--- src/rtl/sram_port_arbiter.sv ---
// Front-end for a single-port FIFO SRAM: round-robin arbitration between two writers,
// one reader, occupancy tracking, and an overflow error state that blocks all traffic.
module sram_port_arbiter #(
  parameter int BITS       = 12,
  parameter int word_depth = 8,
  parameter int addr_width = 3,
  parameter int RD_LAT     = 1
) (
  input  logic                  clk,
  input  logic                  rst_n,
  input  logic                  req0_valid,
  input  logic [BITS-1:0]       req0_data,
  output logic                  req0_ready,
  input  logic                  req1_valid,
  input  logic [BITS-1:0]       req1_data,
  output logic                  req1_ready,
  input  logic                  rd_req,
  output logic                  rd_ready,
  output logic                  rd_valid,
  output logic [BITS-1:0]       rd_data,
  output logic                  mem_write,
  output logic                  mem_read,
  output logic [BITS-1:0]       mem_data_in,
  input  logic [BITS-1:0]       mem_data_out,
  input  logic                  mem_overflow,
  input  logic                  clr_err,
  output logic [addr_width:0]   count,
  output logic                  full,
  output logic                  empty,
  output logic                  err_overflow,
  output logic                  last_grant
);

  typedef enum logic [0:0] {ST_RUN = 1'b0, ST_ERROR = 1'b1} state_t;

  localparam logic [addr_width:0] DEPTH = (addr_width + 1)'(word_depth);
  localparam logic [addr_width:0] ONE   = {{addr_width{1'b0}}, 1'b1};

  state_t              r_state;
  state_t              w_state_nxt;
  logic [addr_width:0] r_count;
  logic [addr_width:0] w_count_nxt;
  logic                r_last_grant;
  logic                r_mem_write;
  logic                r_mem_read;
  logic [BITS-1:0]     r_mem_data_in;
  logic [BITS-1:0]     r_rd_data;
  logic [RD_LAT-1:0]   r_rd_sr;
  logic [RD_LAT:0]     w_lat;
  logic                w_run;
  logic                w_full;
  logic                w_empty;
  logic                w_gnt0;
  logic                w_gnt1;
  logic                w_wr_acc;
  logic                w_rd_acc;

  assign w_run   = (r_state == ST_RUN);
  assign w_full  = (r_count == DEPTH);
  assign w_empty = (r_count == {(addr_width + 1){1'b0}});

  // r_last_grant=1 means writer 1 won last, so writer 0 has priority on a tie
  assign w_gnt0   = w_run && !w_full && req0_valid && (!req1_valid || r_last_grant);
  assign w_gnt1   = w_run && !w_full && req1_valid && (!req0_valid || !r_last_grant);
  assign w_wr_acc = w_gnt0 || w_gnt1;
  assign w_rd_acc = rd_req && !w_empty && w_run;

  // bit 0 is the live mem_read; bit RD_LAT-1 marks the cycle mem_data_out is sampled
  assign w_lat = {r_rd_sr, r_mem_read};

  // Next-state logic for the RUN/ERROR controller
  always_comb begin
    w_state_nxt = r_state;
    case (r_state)
      ST_RUN: begin
        if (mem_overflow) w_state_nxt = ST_ERROR;
        else              w_state_nxt = ST_RUN;
      end
      ST_ERROR: begin
        if (clr_err) w_state_nxt = ST_RUN;
        else         w_state_nxt = ST_ERROR;
      end
      default: w_state_nxt = ST_RUN;
    endcase
  end

  // Occupancy update; simultaneous write and read cancel out
  always_comb begin
    w_count_nxt = r_count;
    case ({w_wr_acc, w_rd_acc})
      2'b10:   w_count_nxt = r_count + ONE;
      2'b01:   w_count_nxt = r_count - ONE;
      default: w_count_nxt = r_count;
    endcase
  end

  // State, counters, SRAM strobes and read-return pipeline
  always_ff @(posedge clk or negedge rst_n) begin
    if (!rst_n) begin
      r_state       <= ST_RUN;
      r_count       <= {(addr_width + 1){1'b0}};
      r_last_grant  <= 1'b1;
      r_mem_write   <= 1'b0;
      r_mem_read    <= 1'b0;
      r_mem_data_in <= {BITS{1'b0}};
      r_rd_data     <= {BITS{1'b0}};
      r_rd_sr       <= {RD_LAT{1'b0}};
    end else begin
      r_state     <= w_state_nxt;
      r_count     <= w_count_nxt;
      r_mem_write <= w_wr_acc;
      r_mem_read  <= w_rd_acc;
      r_rd_sr     <= w_lat[RD_LAT-1:0];
      if (w_wr_acc) r_last_grant <= w_gnt1;
      if (w_gnt1)      r_mem_data_in <= req1_data;
      else if (w_gnt0) r_mem_data_in <= req0_data;
      if (w_lat[RD_LAT-1]) r_rd_data <= mem_data_out;
    end
  end

  assign req0_ready   = w_gnt0;
  assign req1_ready   = w_gnt1;
  assign rd_ready     = w_rd_acc;
  assign rd_valid     = r_rd_sr[RD_LAT-1];
  assign rd_data      = r_rd_data;
  assign mem_write    = r_mem_write;
  assign mem_read     = r_mem_read;
  assign mem_data_in  = r_mem_data_in;
  assign count        = r_count;
  assign full         = w_full;
  assign empty        = w_empty;
  assign err_overflow = (r_state == ST_ERROR);
  assign last_grant   = r_last_grant;

endmodule
--- config.mk ---
export PLATFORM = sky130hd
export DESIGN_NAME = sram_port_arbiter
export DESIGN_NICKNAME = d
export VERILOG_FILES = /design/src/rtl/sram_port_arbiter.sv
export SDC_FILE = /design/constraint.sdc
export NUM_CORES = 1
export LEC_CHECK = 0
export ABC_AREA = 1
export CORE_MARGIN = 2
export CORE_UTILIZATION = 44
export CTS_BUF_LIST = sky130_fd_sc_hd__clkbuf_4 sky130_fd_sc_hd__clkbuf_8 sky130_fd_sc_hd__clkbuf_16
export DETAILED_ROUTE_END_ITERATION = 12
export PLACE_DENSITY_LB_ADDON = 0.2
export SLEW_MARGIN = 25
export SYNTH_ARGS = -nofsm -noshare
export SYNTH_HDL_FRONTEND = slang
export SYNTH_SLANG_ARGS = --single-unit
--- constraint.sdc ---
create_clock -name clk -period 3.5 [get_ports clk]
set_input_delay 0.875 -clock clk [delete_from_list [all_inputs] [get_ports clk]]
set_output_delay 0.875 -clock clk [all_outputs]
set_load 0.02 [all_outputs]
# == Yosys cells after proc, flatten, opt, wreduce, memory -nomap -nowiden ==
# Cells that the tools add are included.
# totals
ff_bits,33
out_inout_bits,38
# op_classes
add_sub_neg,2
eq_ne,3
mux,6
bitwise_logic,1
n_reduce_logical,18
# op_table
operator,n
2-to-1 mux 12 bit,2
one-hot mux 4 bit (2 select lines),1
logical AND 1 bit,7
logical NOT 1 bit,5
"adder 4 x 1 -> 4 bit, second input constant",1
"equality test 4 bit, second input constant",1
logical NOT 4 bit,1
nonzero test 2 bit,2
"subtractor 4 x 1 -> 4 bit, second input constant",1
logical OR 1 bit,3
"equality test 2 x 1 -> 1 bit, second input constant",1
"equality test 2 bit, second input constant",1
2-to-1 mux 1 bit,2
one-hot mux 1 bit (2 select lines),1
inverter 1 bit,1

# == Logic depth before layout (Yosys ltp) ==
# depth
ltp_word,8
mapped_depth,16

# == Least setup slack after synthesis ==
# OpenSTA, ideal clock, no wires.
# synth_path
kind,flip-flop to flip-flop
from,"reg r_count[1], in the netlist count[1]"
to,"reg r_count[3], in the netlist count[3]"
setup_ns,0.117
arrival_ns,2.678
required_time_ns,3.383
setup_slack_ns,0.705
path_stages_with_launch,11
path_buffers,0
period_less_slack_ns,2.795
path_cell_list,dfrtp_1 > nor4_1 > nor2_1 > ha_1 > ha_1 > nand2_1 > nand2_1 > o21ai_0 > nand2_1 > nand2_1 > nand2_1
# synth_via
word_cells_on_any_way,18
cone_classes,2 x add/sub; 3 x eq/ne; 1 x mux; 12 x reduce/logical
# synth_rtl
item,line_no,source
from (decl),41,logic [addr_width:0] r_count;
from (signal assigned),101,r_count <= {(addr_width + 1){1'b0}};
from (signal assigned),110,r_count <= w_count_nxt;
logical NOT 4 bit (*),60,assign w_empty = (r_count == {(addr_width + 1){1'b0}});
named net empty,29,"output logic empty,"
logical NOT 1 bit (*),66,assign w_rd_acc = rd_req && !w_empty && w_run;
logical AND 1 bit (*) (2 in series),66,
named net rd_ready,18,"output logic rd_ready,"
equality test 2 x 1 -> 1 bit / equality test 2 bit (equally long branches),90,"case ({w_wr_acc, w_rd_acc})"
one-hot mux 4 bit (2 select lines) / nonzero test 2 bit (equally long branches),--,
# Mark *: on every way through the listed nets, which the timed path passes. The rest lies on a longest branch.
# A chain may end at the register's enable or synchronous reset.

# == Worst setup path in the final report ==
# layout_path
from,in req0_valid
to,out req0_ready
# layout_via
elab_chain_len,2
# layout_rtl
item,line_no,source
from (decl),11,"input logic req0_valid,"
logical AND 1 bit (2 in series),63,assign w_gnt0 = w_run && !w_full && req0_valid && (!req1_valid || r_last_grant);
to (decl),13,"output logic req0_ready,"
# Every way passes these cells.

==> impl.org <==
** Status
- The run finished with clean final reports.

** Route
- Routed wire length on met2 :: 1.68 mm
- The pre-antenna-repair detailed-routing pass consisted of 4 iterations.
- In this run, the number of DRC markers left after iteration 0 of detailed routing was 48.
- DR vias/cell :: 4.72
- In this run the top signal layer used is met4.
- Summing over every cut layer, the via total after detailed routing is 1502.
- Detailed-route wire length per cell :: 11.8 µm
- The count of nets left with antenna violations once routing finished came out at 0.
- Met3 wire length :: 327 µm
- Total length of routed wires :: 3.76 mm
- M1 wire length :: 1.72 mm
- Remaining DRCs :: 0

** Logic synthesis
- Counting flops with a built-in enable in the synthesized netlist gives 0.
- Gate Count Post-Synth :: 185
- Number of distinct library cells after synthesis :: 26
- In the synthesized netlist the dominant register cell turns out to be sky130_fd_sc_hd__dfrtp_1.
- Number of nets in the synthesized netlist :: 232
- In the synthesized netlist the async set-or-reset flop fraction comes to 100%.
- Of the synthesized area, sequential elements account for 48.6%.
- The synthesized netlist occupies a cell area of 1700 µm².
- Post-synthesis sequential element count :: 33
- Number of warnings reported in the yosys synthesis log :: 0
- Mean cell area of the mapped netlist :: around 9.2 µm²

** Die
- The floorplan step defined a die boundary enclosing ~4400 µm².
- IO Pins :: 81
- Floorplan die height :: 66.2 µm
- Total core area :: 3690 µm²
- Number of rows in the core area :: 22
- From left edge to right edge, the die measures 66.2 µm.
- Starting Density :: a little under half

** STA
- Final clock period utilization by the worst path :: just over 90%
- The max-slew violation total from the final report is 0.
- Setup violators final :: 0
- Fin crit period :: about 3300 ps
- Based on the critical path, the design can be clocked at up to 0.306 GHz.
- Slew HR :: 66.7%
- Across all hold checks on the routed design, the worst slack comes to around 480 ps.
- The count of final hold-check violations is 0.
- For the pin with the worst max-slew slack, the measured transition is approximately 500 ps.
- Slack of the critical path :: ~240 ps
- Setup repair after global routing left no endpoint under its margin.
- Worst clock skew :: 6.18 ps
- Sum of negative setup slack :: 0 ps

** Cells and area
- Nets@finish :: 316
- The finished layout holds ~320 standard cells, fillers aside.
- The post-route netlist has 15.9% of its cells at a drive strength greater than 1.
- Compared with the post-synthesis result, the final layout area differs by 56.4%.
- Number of inserted diodes :: 0

** Worst setup path
- Buffers plus inverters on the worst setup path :: 3
- Delay of the slowest cell on the worst path :: between 600 and 700 ps
- Among all stages on the critical path, the largest delay is contributed by sky130_fd_sc_hd__clkdlybuf4s50_1.
- Cell-by-cell listing of the critical path :: clkdlybuf4s50_1 > a21oi_4 > buf_4 > nor2_1 > clkdlybuf4s50_1
- By instance count, the cell type seen most on the critical path is sky130_fd_sc_hd__clkdlybuf4s50_1.
- Data arrival time of the critical path :: between 2000 and 2500 ps
- Critical-path maximum fanout :: 7
- Broken down by cell family, the worst path's largest delay share belongs to buffers and inverters.
- Worst setup EP type :: output port
- Critical path start-end classification :: in -> out
- Data on the critical path is required at its endpoint by roughly 2600 ps.
- The worst setup path is launched from a primary input.

** Place
- Once detailed placement completed, the half-perimeter wirelength came to 2.86 mm.
- At the placement stage, the worst setup path has a slack of 168 ps.
- Last weighted congestion value of the routability-driven placer :: approximately 0.81
- PortBufs :: 80
- Counting tap cells, the placed design contains a total of 310 instances.

** Global route
- The number of global-route vias before repair is 1362.
- Largest net degree at the start of global routing :: 34
- In the global route stage, overall resource usage came out at 18.6%.
- After global routing the overflow that remains totals 0.
- Initial antenna violation count :: 0
- The first global-routing pass estimated 6.14 mm of wire.

** Worst hold path
- Type of the worst min-delay path :: reg -> reg

** Clock tree
- H-tree depth :: 2
- Buffers added to address setup during post-CTS repair amount to 0.
- Post-cts repair resize count :: 0
- In this run, CTS created clock tree buffers numbering 5.
- TritonCTS built the clock tree.
- Clock root buffer :: sky130_fd_sc_hd__clkbuf_8
- Clock latency on the worst-skew pair, taken at its later pin, is 280 ps.
- The clock drives 33 sinks.
- Hold buffers post-CTS :: 0
- The clock passes through at most 2 buffers.
- After clock tree synthesis, the clock-pin slew on the worst setup and hold paths is 60 ps.

** Power
- LEAKAGE :: 1.30 nW
- Worst VDD drop :: 0.480 mV
- Total power density per cell area :: 802 nW/µm²

** Flow run
- The tool flagged a number of max-cap violations equal to 0.
## cells by family (layout without fill, tap and decap cells)
family / after synthesis / after routing / synth area share [%]
AND/OR/NAND/NOR: 85 / 85 / 25.3
multiplexers: 12 / 12 / 7.94
XOR/XNOR: 3 / 3 / 1.54
adder cells (fa/ha/maj): 4 / 4 / 3.38
buffers and inverters: 43 / 128 / 11.1
AO/OA/AOI/OAI: 5 / 5 / 2.13
flip-flops: 33 / 33 / 48.6
## layout by cell type, fill, tap and decap left out, drive strengths merged, types with 3 or more instances in the layout
master         synthesis  layout
nor2                   6       6
inv                   36      36
buf                    7       4
nand3                 14      14
mux2                  12      12
dfrtp                 32      32
clkbuf                 0       7
nand4                 12      12
nand2                 52      52
o21ai                  4       4
clkdlybuf4s50          0      80
ha                     3       3
## layout make-up
type                            count  area (µm²)
Sequential cell                    33         827
Tap cell                           48        60.1
Timing Repair Buffer               84         831
Clock inverter                      1        30.0
Multi-Input combinational cell    109         687
Fill cell                         293        1030
Inverter                           36         138
Clock buffer                        7        90.1
## where the power goes
part           internal [mW]  switching [mW]
Clock                  0.240           0.131
Combinational          0.532           0.550
Sequential             0.554           0.130
## registers in the layout (all words and copies together), names as in the netlist
signal / count
mem_data_in: 12
rd_data: 12
count: 4
err_overflow: 1
last_grant: 1
mem_read: 1
mem_write: 1
rd_valid: 1
## metal layers
layer  global-route usage (%)  up-vias
li1                         -      745
met1                     24.1      686
met2                     28.5       67
met3                     5.96        4
met4                     7.65        0
met5                        0        -
## worst reg2reg max path, stage by stage, from the launching register on
cell	delay, ps
sky130_fd_sc_hd__dfrtp_1	440
sky130_fd_sc_hd__nor2_1	210
sky130_fd_sc_hd__nand2_4	160
sky130_fd_sc_hd__nand3_4	140
sky130_fd_sc_hd__buf_4	180
sky130_fd_sc_hd__nand2_4	130
sky130_fd_sc_hd__inv_4	190
sky130_fd_sc_hd__ha_1	270
sky130_fd_sc_hd__ha_1	290
sky130_fd_sc_hd__nand2_1	70
sky130_fd_sc_hd__nand2_1	60
sky130_fd_sc_hd__o21ai_0	150
sky130_fd_sc_hd__nand2_1	70
sky130_fd_sc_hd__nand2_1	60
sky130_fd_sc_hd__nand2_1	50
## stage by stage
step           util (%)  power, mW  area, µm²
6_report           72.2       2.14       2660
3_5_place_dp       68.9       1.78       2540
3_3_place_gp       68.9       1.76       2540
4_1_cts            72.2       2.16       2660
2_1_floorplan         -       1.29       1700
5_1_grt            72.2       2.28       2660
## synth_stat cells (2+ instances only)
| library cell | n | area (µm²) |
|---|---|---|
| sky130_fd_sc_hd__xnor2_1 | 2 | 17.5 |
| sky130_fd_sc_hd__buf_2 | 4 | 20.0 |
| sky130_fd_sc_hd__mux2_2 | 12 | 135 |
| sky130_fd_sc_hd__inv_2 | 2 | 7.51 |
| sky130_fd_sc_hd__dfrtp_1 | 32 | 801 |
| sky130_fd_sc_hd__ha_1 | 3 | 37.5 |
| sky130_fd_sc_hd__nand4_1 | 12 | 75.1 |
| sky130_fd_sc_hd__inv_1 | 33 | 124 |
| sky130_fd_sc_hd__nand3_1 | 12 | 60.1 |
| sky130_fd_sc_hd__nand2_1 | 41 | 154 |
| sky130_fd_sc_hd__nor2_1 | 5 | 18.8 |
| sky130_fd_sc_hd__o21ai_0 | 4 | 20.0 |
| sky130_fd_sc_hd__nand2_2 | 9 | 56.3 |
| sky130_fd_sc_hd__nand2_4 | 2 | 22.5 |
## worst paths after layout
| kind | from | end | slack, ps | depth (start not counted) |
|---|---|---|---|---|
| worst min-delay path | mem_data_in[8] | mem_data_in[8] | 480 | 2 |
| worst max register to register | count[1] | count[3] | 910 | 14 |
| worst max-delay path | req0_valid | req0_ready | 240 | 5 |
| min in group asynchronous | rst_n | rd_data[1] | 1000 | 2 |
| worst min register to register | mem_data_in[8] | mem_data_in[8] | 480 | 2 |
| max in group asynchronous | rst_n | last_grant | 2180 | 2 |
(Power assumes the default switching activity.)
